File: src/rtl/mem_stage_lsu_pkg.sv
// mem_stage_lsu_pkg
// Shared definitions for the memory-access stage:
//   - funct3 load/store size encodings
//   - LSU bus FSM state encodings
//   - helpers that decode the access size and detect misaligned addresses
// Undefined funct3 values (011, 11x) decode as word accesses.
package mem_stage_lsu_pkg;

  localparam logic [2:0] F3_B  = 3'b000;
  localparam logic [2:0] F3_H  = 3'b001;
  localparam logic [2:0] F3_W  = 3'b010;
  localparam logic [2:0] F3_BU = 3'b100;
  localparam logic [2:0] F3_HU = 3'b101;

  typedef enum logic [1:0] {
    ST_IDLE = 2'd0,
    ST_REQ  = 2'd1,
    ST_RESP = 2'd2
  } lsu_state_e;

  typedef enum logic [1:0] {
    SZ_B = 2'd0,
    SZ_H = 2'd1,
    SZ_W = 2'd2
  } lsu_size_e;

  function automatic lsu_size_e access_size(input logic [2:0] f3);
    case (f3)
      F3_B, F3_BU: return SZ_B;
      F3_H, F3_HU: return SZ_H;
      default:     return SZ_W;
    endcase
  endfunction

  function automatic logic is_misaligned(input logic [2:0] f3, input logic [1:0] a);
    case (access_size(f3))
      SZ_H:    return a[0];
      SZ_W:    return |a;
      default: return 1'b0;
    endcase
  endfunction

endpackage

File: src/rtl/mem_stage_lsu_load_align.sv
// lsu_load_align
// Combinational load-data alignment: picks the byte/half lane addressed by
// addr_lo out of the 32-bit read word and sign- or zero-extends it.
// Ports:
//   rdata   in  32  read word as returned by the bus
//   addr_lo in  2   low address bits of the access
//   funct3  in  3   access size/sign (bit 2 set = unsigned)
//   data    out 32  aligned, extended load value
module lsu_load_align
  import mem_stage_lsu_pkg::*;
(
  input  logic [31:0] rdata,
  input  logic [1:0]  addr_lo,
  input  logic [2:0]  funct3,
  output logic [31:0] data
);

  logic [7:0]  lane [4];
  logic [7:0]  byte_sel;
  logic [15:0] half_sel;
  logic        sign_ext;

  for (genvar gi = 0; gi < 4; gi++) begin : g_lane
    assign lane[gi] = rdata[8*gi +: 8];
  end

  always_comb begin
    byte_sel = lane[addr_lo];
    // Half accesses ignore addr_lo[0]; the lane is chosen by bit 1 only.
    half_sel = addr_lo[1] ? rdata[31:16] : rdata[15:0];
    sign_ext = ~funct3[2];
    case (access_size(funct3))
      SZ_B:    data = {{24{sign_ext & byte_sel[7]}}, byte_sel};
      SZ_H:    data = {{16{sign_ext & half_sel[15]}}, half_sel};
      default: data = rdata;
    endcase
  end

endmodule

File: src/rtl/mem_stage_lsu.sv
// mem_stage_lsu
// Memory-access stage of the 5-stage RV32 core. Registers the execute-stage
// outputs, runs loads/stores over a request/response data bus (stalling the
// upstream stages while a transaction is in flight) and presents write-back
// data and control.
// Optional feature: define LSU_MISALIGN_CHECK_EN to suppress misaligned
// half/word accesses and expose the misalign flag.
// Ports:
//   clk, rst_n (sync, active-low)
//   inst_clear                    flush of the instruction being captured
//   pc, ex_result, rs2_value, funct3, rd, csrs, csr_wen, R_wen,
//   mem_wen, mem_ren              execute-stage outputs
//   stall_req                     hold upstream stages
//   req_valid/req_ready/req_we/req_addr/req_wdata/req_wstrb  bus request
//   rsp_valid/rsp_rdata           bus response / write acknowledge
//   wb_data, rd_next, R_wen_next, csr_wen_next, csrs_next, pc_next
//                                 write-back outputs
//   misalign                      misaligned flag (feature builds only)
module mem_stage_lsu
  import mem_stage_lsu_pkg::*;
#(
  parameter int ADDR_W = 32,
  parameter int DATA_W = 32   // only 32 is supported
) (
  input  logic                  clk,
  input  logic                  rst_n,
  input  logic                  inst_clear,
  input  logic [31:0]           pc,
  input  logic [31:0]           ex_result,
  input  logic [DATA_W-1:0]     rs2_value,
  input  logic [2:0]            funct3,
  input  logic [4:0]            rd,
  input  logic [31:0]           csrs,
  input  logic [3:0]            csr_wen,
  input  logic                  R_wen,
  input  logic                  mem_wen,
  input  logic                  mem_ren,
  output logic                  stall_req,
  output logic                  req_valid,
  input  logic                  req_ready,
  output logic                  req_we,
  output logic [ADDR_W-1:0]     req_addr,
  output logic [DATA_W-1:0]     req_wdata,
  output logic [DATA_W/8-1:0]   req_wstrb,
  input  logic                  rsp_valid,
  input  logic [DATA_W-1:0]     rsp_rdata,
  output logic [31:0]           wb_data,
  output logic [4:0]            rd_next,
  output logic                  R_wen_next,
  output logic [3:0]            csr_wen_next,
  output logic [31:0]           csrs_next,
  output logic [31:0]           pc_next
`ifdef LSU_MISALIGN_CHECK_EN
  ,
  output logic                  misalign
`endif
);

  localparam int STRB_W = DATA_W / 8;

  lsu_state_e        state_q;
  logic              stall_q;
  logic              req_valid_q;
  logic [31:0]       pc_q;
  logic [31:0]       ex_result_q;
  logic [DATA_W-1:0] rs2_q;
  logic [2:0]        funct3_q;
  logic [4:0]        rd_q;
  logic [31:0]       csrs_q;
  logic [3:0]        csr_wen_q;
  logic              r_wen_q;
  logic              mem_wen_q;
  logic              mem_ren_q;
  logic [DATA_W-1:0] rdata_q;

  logic              cap_mem;
  logic              cap_mis;
  logic              held_mis;
  lsu_size_e         size_q;
  logic [STRB_W-1:0] strb;
  logic [31:0]       load_data;

  assign cap_mem = ~inst_clear & (mem_wen | mem_ren);

`ifdef LSU_MISALIGN_CHECK_EN
  assign cap_mis  = is_misaligned(funct3, ex_result[1:0]);
  assign held_mis = (mem_wen_q | mem_ren_q) & is_misaligned(funct3_q, ex_result_q[1:0]);
  assign misalign = held_mis;
`else
  assign cap_mis  = 1'b0;
  assign held_mis = 1'b0;
`endif

  // Capture happens only in IDLE, which is exactly when stall_req is low.
  // stall_req and req_valid are kept as registered copies of the state.
  always_ff @(posedge clk) begin
    if (!rst_n) begin
      state_q     <= ST_IDLE;
      stall_q     <= 1'b0;
      req_valid_q <= 1'b0;
      pc_q        <= '0;
      ex_result_q <= '0;
      rs2_q       <= '0;
      funct3_q    <= '0;
      rd_q        <= '0;
      csrs_q      <= '0;
      csr_wen_q   <= '0;
      r_wen_q     <= 1'b0;
      mem_wen_q   <= 1'b0;
      mem_ren_q   <= 1'b0;
      rdata_q     <= '0;
    end else begin
      case (state_q)
        ST_IDLE: begin
          pc_q        <= pc;
          ex_result_q <= ex_result;
          rs2_q       <= rs2_value;
          funct3_q    <= funct3;
          rd_q        <= rd;
          csrs_q      <= csrs;
          csr_wen_q   <= inst_clear ? 4'b0 : csr_wen;
          r_wen_q     <= R_wen & ~inst_clear;
          mem_wen_q   <= mem_wen & ~inst_clear;
          mem_ren_q   <= mem_ren & ~inst_clear;
          if (cap_mem && !cap_mis) begin
            state_q     <= ST_REQ;
            stall_q     <= 1'b1;
            req_valid_q <= 1'b1;
          end
        end
        ST_REQ: begin
          if (req_ready) begin
            state_q     <= ST_RESP;
            req_valid_q <= 1'b0;
          end
        end
        ST_RESP: begin
          // Responses are only meaningful here; strays in other states are dropped.
          if (rsp_valid) begin
            rdata_q <= rsp_rdata;
            state_q <= ST_IDLE;
            stall_q <= 1'b0;
          end
        end
        default: begin
          state_q     <= ST_IDLE;
          stall_q     <= 1'b0;
          req_valid_q <= 1'b0;
        end
      endcase
    end
  end

  assign size_q = access_size(funct3_q);

  // Store lane replication: byte stores copy the byte to every lane, half
  // stores copy the half to both halves, words pass straight through.
  for (genvar gi = 0; gi < STRB_W; gi++) begin : g_wlane
    assign req_wdata[8*gi +: 8] = (size_q == SZ_B) ? rs2_q[7:0] :
                                  (size_q == SZ_H) ? rs2_q[8*(gi%2) +: 8] :
                                                     rs2_q[8*gi +: 8];
  end

  always_comb begin
    case (size_q)
      SZ_B:    strb = 4'b0001 << ex_result_q[1:0];
      SZ_H:    strb = 4'b0011 << {ex_result_q[1], 1'b0};
      default: strb = 4'b1111;
    endcase
  end

  // Strobes are only meaningful for stores; keeping them at zero otherwise
  // also keeps every output at zero out of reset.
  assign req_wstrb = mem_wen_q ? strb : '0;

  lsu_load_align u_load_align (
    .rdata   (rdata_q),
    .addr_lo (ex_result_q[1:0]),
    .funct3  (funct3_q),
    .data    (load_data)
  );

  assign stall_req    = stall_q;
  assign req_valid    = req_valid_q;
  assign req_we       = mem_wen_q;
  assign req_addr     = {ex_result_q[ADDR_W-1:2], 2'b00};
  assign wb_data      = mem_ren_q ? load_data : ex_result_q;
  assign rd_next      = rd_q;
  assign R_wen_next   = r_wen_q & ~stall_q & ~held_mis;
  assign csr_wen_next = stall_q ? 4'b0 : csr_wen_q;
  assign csrs_next    = csrs_q;
  assign pc_next      = pc_q;

endmodule

File: config.mk
export PLATFORM = sky130hd
export DESIGN_NAME = mem_stage_lsu
export DESIGN_NICKNAME = d
export VERILOG_FILES = /design/src/rtl/mem_stage_lsu_pkg.sv /design/src/rtl/mem_stage_lsu_load_align.sv /design/src/rtl/mem_stage_lsu.sv
export SDC_FILE = /design/constraint.sdc
export NUM_CORES = 1
export LEC_CHECK = 0
export BUFFER_PORTS_ARGS = -buffer_cell sky130_fd_sc_hd__clkbuf_2
export CAP_MARGIN = 20
export CORE_MARGIN = 5
export CORE_UTILIZATION = 31
export DETAILED_ROUTE_END_ITERATION = 10
export PLACE_DENSITY = 0.53
export SYNTH_ARGS = -nofsm -noshare
export SYNTH_HDL_FRONTEND = slang
export SYNTH_HIERARCHICAL = 1
export SYNTH_SLANG_ARGS = --single-unit
File: constraint.sdc
create_clock -name clk -period 4.1 [get_ports clk]
set_clock_uncertainty 0.1 [all_clocks]
set_input_delay 0.41 -clock clk [delete_from_list [all_inputs] [get_ports clk]]
set_output_delay 0.41 -clock clk [all_outputs]
set_load 0.02 [all_outputs]
==> metrics.csv, run 1 <==
metric;value;unit
status;completed;
overflow;0;
cts.path.max_buffers;2;
ctsResizeCount;0;
synthAdderAreaFrac;0;
rsz0062_at_grt;no;
p_int;0.002976;W
postCtsSetupRepairBufs;0;
min_period_over_period;0.7524;
synth-compound-area-share;0.1841;
startpoint_type;register;
synth-seq-area-share;0.4262;
ir_worst_vdd;0.0002078;V
layout_commonest_cell;nand2_1;
tritoncts;built;
cp_slowest_stage_delay;0.51;ns
hp-start;ex_result[10];
grt_pass1_vias;7656;
crit_chain;nor2b_1 -> nor2_1 -> a22oi_1 -> o21ai_0 -> mux2_2 -> clkbuf_2;
synthMuxAreaShare;0.07783;
synth_cell_type_count;35;
die_area;30520;sq um
ys_top_cells_by_area;dfxtp_1 (43%), nand2_1 (17%), a21boi_0 (6.6%);
clk-insertion-delay-late;0.41;ns
timing.hold.ws;0.1037;ns
cp.arrival;2.57;ns
htreeDepth;4;
drv_cap;0;
final_core_util;0.3936;
core;26800;sq um
worst-path-max-fanout;9;
syn_area_per_cell;8.038;sq um
finalSetupViolCount;0;
drtPass1Iterations;5;
synth_top_cell_area_share;0.4262;
synth_ff_type;dfxtp_1;
post_synth_instance_area;8408;sq um
fmax;324.2;MHz
row_count;60;
synth-simple-area-share;0.2243;
cp_slowest_cell;nor2b_1;
pre_cts_slack;1.513;ns
final_nets;1487;
p_comb_frac;0.191;
leakage;5.051;nW
setup_tns;0;ns
die_h;174.7;um
cts_hold_buf;0;
r2r_slack;1.93;ns
drv_slew;0;
required;3.59;ns
worstMarginPinSlew;0.9808;ns
async_flop_share;0;
layout_common_cells;nand2_1 (389), clkbuf_2 (353), dfxtp_1 (177), a21boi_0 (74), a21boi_1 (70);
dp_hpwl;20.20;mm
critPathBufInv;1;
wl_per_cell;16.69;um
ant_nets;0;
seq_power_share;0.447;
port_buffers;354;
cts_root_buf;clkbuf_16;
r2r_cells;4;
relSlewSlack;0.3461;
clock_sinks;179;
grtUsageTotal;0.1755;
initial_utilization;0.3137;
min_period;3.085;ns
synthToLayoutAreaGrowth;25.45;%
gp_congestion;0.8307;
path_class;reg2out;
path_clk_slew;0.08;ns
hold_class;in2reg;
synth_edf_count;0;
p_sw_frac;0.3197;
drt_first_iter_violations;474;
powerDensity;414.8;nW/um^2
die_w;174.7;um
synth_seq_cells;179;
cp-end-kind;output port;
r2r_end;csrs_next[21];
p_sw;0.001399;W
r2r_start;state_q[0];
worst_slack;1.015;ns
io_pins;357;
vias;7742;
hold_depth;3;
cp_top_family;simple AND/OR/NAND/NOR gates;
synth_cells;1046;
synth_top_family_by_area;simple AND/OR/NAND/NOR gates;
finalWirelength;27.74;mm
drc_errors;0;
ys_warn_count;6;
hold_end;ex_result_q[10];
routed_via_density;4.658;
synth_xor_area_frac;0;
finalHoldViolCount;0;
synth_top_area_cell;dfxtp_1;
p_clk_frac;0.362;
cts_made_buffers;17;
grt_first_pass_wirelength;43.13;mm
final_layout_size_suffix_gt1_frac;0.3409;
antenna_found_initial;2;
grt_start_max_net_pins;129;
## registers in the layout, summed over array words and instances (netlist names), 2 cells and up
signal and flops:
state_q 2, rs2_q 32, csr_wen_q 4, rd_next 5
funct3_q 3, ex_result_q 32, rdata_q 32, csrs_next 32
pc_next 32
## metal layers
layer / track usage / vias to the layer above / part of all wire
met5: 0 / - / 0.00047
met4: 0.03699 / 2 / 0.012
met3: 0.06469 / 18 / 0.086
met2: 0.2868 / 267 / 0.46
met1: 0.2233 / 3525 / 0.44
li1: - / 3930 / -
## stage by stage
stage               area, sq um  std cells  power [W]
floorplan                  8412       1047   0.002557
finish                    10550       1662   0.004375
global placement           9985       1629   0.002837
CTS                       10550       1661   0.004461
global route              10550       1662   0.004614
detailed placement         9985       1629   0.002845
## kinds of logic (layout without fill, tap and decap cells)
logic type | count (synthesis) | in the layout
mux | 57 | 57
simple gates | 464 | 464
buf+inv | 124 | 397
other cells | 1 | 3
compound gates | 221 | 221
flops | 179 | 179
## final cells by class
type	count	area, sq um
Clock buffer	17	425.4
Fill cell	2851	16250
Sequential cell	179	3586
Inverter	3	11.26
Clock inverter	15	135.1
Timing Repair Buffer	362	1863
Tap cell	341	426.7
Multi-Input combinational cell	744	4098
Antenna cell	1	2.502
## synth_stat cells, types with 2 or more instances
cell,instances
clkbuf_1,32
nand3_1,32
inv_1,3
a21boi_0,74
nand2b_1,10
buf_2,25
dfxtp_1,179
mux2_2,47
a22oi_1,7
buf_4,45
nand3b_1,9
nor2b_1,9
a21oi_1,4
nand2_1,389
mux2i_1,8
mux4_2,2
o21a_1,2
nor2_1,9
a31o_2,2
a221o_1,8
buf_6,9
a21boi_1,70
o21ai_0,50
buf_1,10
## worst register-to-register path: cells and delay by family, from the launching register on
| family | cells | cell delay (ns) |
|---|---|---|
| AO/OA/AOI/OAI | 1 | 0.16 |
| flip-flops | 1 | 0.54 |
| AND/OR/NAND/NOR | 2 | 0.92 |
| buffers and inverters | 1 | 0.38 |
## worst max path at each step
| stage | from | end | slack (ns) | cells past startpoint |
|---|---|---|---|---|
| floorplan | ex_result_q[1] | wb_data[10] | 1.81 | 5 |
| global placement | ex_result_q[1] | wb_data[15] | 1.56 | 6 |
| detailed placement | ex_result_q[1] | wb_data[15] | 1.51 | 6 |
| CTS | ex_result_q[1] | wb_data[15] | 1.04 | 6 |
| global route | ex_result_q[0] | wb_data[2] | 0.87 | 6 |
| finish | ex_result_q[0] | wb_data[2] | 1.02 | 6 |
## power groups by stage
stage               combinational [W]  clock [W]  sequential, W
finish                       0.000835    0.00159        0.00195
global route                 0.000919    0.00172        0.00197
CTS                          0.000851    0.00165        0.00196
detailed placement           0.000849          0        0.00200
global placement             0.000844          0        0.00199
floorplan                    0.000532          0        0.00203
(Power assumes the default switching activity.)
==> run 2: changes to the inputs <==
--- a/config.mk
+++ b/config.mk
@@ -5,12 +5,13 @@
 export SDC_FILE = /design/constraint.sdc
 export NUM_CORES = 1
 export LEC_CHECK = 0
+export ABC_AREA = 1
 export BUFFER_PORTS_ARGS = -buffer_cell sky130_fd_sc_hd__clkbuf_2
 export CAP_MARGIN = 20
 export CORE_MARGIN = 5
 export CORE_UTILIZATION = 31
 export DETAILED_ROUTE_END_ITERATION = 10
-export PLACE_DENSITY = 0.53
+export PLACE_DENSITY = 0.55
 export SYNTH_ARGS = -nofsm -noshare
 export SYNTH_HDL_FRONTEND = slang
 export SYNTH_HIERARCHICAL = 1
==> constraint.sdc (replaced) <==
create_clock -name clk -period 2.8 [get_ports clk]
set_clock_uncertainty 0.1 [all_clocks]
set_input_delay 0.28 -clock clk [delete_from_list [all_inputs] [get_ports clk]]
set_output_delay 0.28 -clock clk [all_outputs]
set_load 0.02 [all_outputs]
==> run 2 against run 1 <==
Against the previous run:
- core utilization rose by 4.6 points
- sequential share of layout area fell by 2.7 points
- non-clock buffer count rose by 105
- worst hold slack got worse by 0.079 ns
- via count rose by 14%
==> metrics.csv, run 2 <==
metric;value;unit
htreeDepth;4;
finalWirelength;30.11;mm
port_buffers;354;
clock_sinks;179;
grtUsageTotal;0.1940;
worst_path_most_repeated_cell;nand3_1;
seq_power_share;0.362;
setup_tns;0;ns
synth_commonest_cells;o21ai_0 (214), nor2_1 (212), dfxtp_1 (179), nand2_1 (169), a21oi_1 (79);
critPathBufInv;2;
min_period_over_period;0.8870;
die_h;172.6;um
vias;8795;
p_sw;0.004203;W
worst_slack;0.3164;ns
rsz0062_at_grt;no;
clk-insertion-delay-late;0.43;ns
synth_ff_type;dfxtp_1;
async_flop_share;0;
core;26060;sq um
grt_first_pass_wirelength;47.36;mm
final_layout_size_suffix_gt1_frac;0.2959;
grt_pass1_vias;8674;
die_w;172.6;um
finalHoldViolCount;0;
startpoint_type;register;
min_period;2.484;ns
p_clk_frac;0.260;
cts.path.max_buffers;2;
p_sw_frac;0.4345;
initial_utilization;0.3144;
ys_warn_count;6;
finalSetupViolCount;0;
pre_cts_slack;0.6513;ns
routed_via_density;4.723;
final_core_util;0.4399;
grt_use_met3;0.05983;
cp.arrival;2.10;ns
post_synth_instance_area;8192;sq um
tritoncts;built;
r2r_end;csr_wen_q[2];
cts_root_buf;clkbuf_16;
fmax;402.6;MHz
dp_hpwl;21.33;mm
timing.hold.ws;0.02490;ns
layout_commonest_cell;clkbuf_2;
cp_top_family;compound AO/OA/AOI/OAI gates;
busiest_layer;met2;
synth-seq-area-share;0.4375;
worst-path-max-fanout;7;
row_count;59;
ant_nets;0;
synthToLayoutAreaGrowth;39.94;%
synth_top_cell_area_share;0.4375;
leakage;5.536;nW
worstMarginPinSlew;0.6528;ns
relSlewSlack;0.5648;
grt_start_max_net_pins;107;
cp-end-kind;output port;
drt_first_iter_violations;544;
ir_worst_vdd;0.0003991;V
p_comb_frac;0.378;
io_pins;357;
cp_slowest_stage_delay;0.48;ns
crit_path_end;wb_data[0];
r2r_start;state_q[1];
cts_made_buffers;17;
cp_slowest_cell;a21oi_1;
syn_area_per_cell;7.179;sq um
hold_class;in2reg;
path_class;reg2out;
status;completed;
ys_top_cells_by_area;dfxtp_1 (44%), o21ai_0 (13%), nor2_1 (9.7%);
crit_cells;7;
drv_cap;0;
drtPass1Iterations;5;
synth_edf_count;0;
r2r_slack;0.96;ns
antenna_found_initial;6;
path_clk_slew;0.08;ns
powerDensity;843.8;nW/um^2
die_area;29780;sq um
grtUsageMet1;0.2349;
overflow;0;
crit_chain;inv_2 -> a21oi_1 -> nand3_1 -> nand3_1 -> nand2_1 -> o21ai_0 -> clkbuf_2;
drc_errors;0;
gr-usage-met2;0.3248;
final_nets;1691;
critical_path.startpoint;funct3_q[0];
layout_common_cells;clkbuf_2 (353), o21ai_0 (214), nor2_1 (212), dfxtp_1 (176), nand2_1 (169);
wl_per_cell;16.17;um
synth_seq_cells;179;
r2r_cells;5;
synth_cells;1141;
gp_congestion;0.8728;
drv_slew;0;
synth.most_common_cell;o21ai_0;
synth_cell_type_count;30;
synth_top_area_cell;dfxtp_1;
p_int;0.005470;W
required;2.42;ns
## run 2: power by group through the flow
stage               registers (W)  clock network (W)  logic (W)
floorplan                 0.00370                  0    0.00231
global placement          0.00353                  0    0.00355
detailed placement        0.00354                  0    0.00357
CTS                       0.00349            0.00261    0.00369
global route              0.00357            0.00270    0.00403
finish                    0.00350            0.00252    0.00366
## run 2: logic make-up (layout without fill, tap and decap cells)
group / after synthesis / in the layout / synth area share
compound gates: 304 / 304 / 0.1891
buf+inv: 200 / 582 / 0.1281
flops: 179 / 179 / 0.4375
other cells: 1 / 5 / 0.0004578
simple gates: 457 / 457 / 0.2448
## run 2: timing repair
item | 4_1_cts | 5_1_grt
hold buffers | 100 | 0
setup buffers | 0 | 0
endpoints found under the setup margin | 0 | 2
endpoints found under the hold margin | 100 | 0
gates resized for setup | 0 | 2
## run 2: worst min path at each step
stage	startpoint	end	slack, ns	cells after the start
4_1_cts	rs2_value[25]	rs2_q[25]	0.003	3
5_1_grt	ex_result[15]	ex_result_q[15]	0.02	3
6_report	ex_result[18]	ex_result_q[18]	0.02	3
2_1_floorplan	rs2_value[10]	rs2_q[10]	0.31	2
3_3_place_gp	rdata_q[0]	rdata_q[0]	0.34	2
3_5_place_dp	ex_result_q[4]	ex_result_q[4]	0.35	2
## run 2: metal layers
layer / wire length [um] / up-vias
li1: - / 4362
met1: 12320 / 4022
met2: 14470 / 344
met3: 2359 / 61
met4: 928 / 6
met5: 28 / -
## run 2: area by class of cell
type | instances | area [sq um]
diodes | 3 | 7.507
clock buffers | 17 | 425.4
clock inverters | 15 | 206.4
fillers | 2687 | 14600
inverters | 83 | 324.1
multi-input cells | 763 | 3583
flip-flops and latches | 179 | 3587
well taps | 335 | 419.2
repair buffers | 467 | 2910
## run 2: stage by stage
stage / power (W) / cell area, sq um / std cells
2_1_floorplan: 0.006018 / 8195 / 1142
3_3_place_gp: 0.007084 / 9814 / 1727
3_5_place_dp: 0.007107 / 9814 / 1727
4_1_cts: 0.009786 / 11450 / 1859
5_1_grt: 0.01030 / 11460 / 1861
6_report: 0.009673 / 11460 / 1862
## run 2: worst register-to-register path: stages (launching register included)
cell and delay (ns):
dfxtp_1 0.47, inv_2 0.12, nand2_8 0.46, buf_12 0.35
a21oi_1 0.10, a211oi_1 0.17
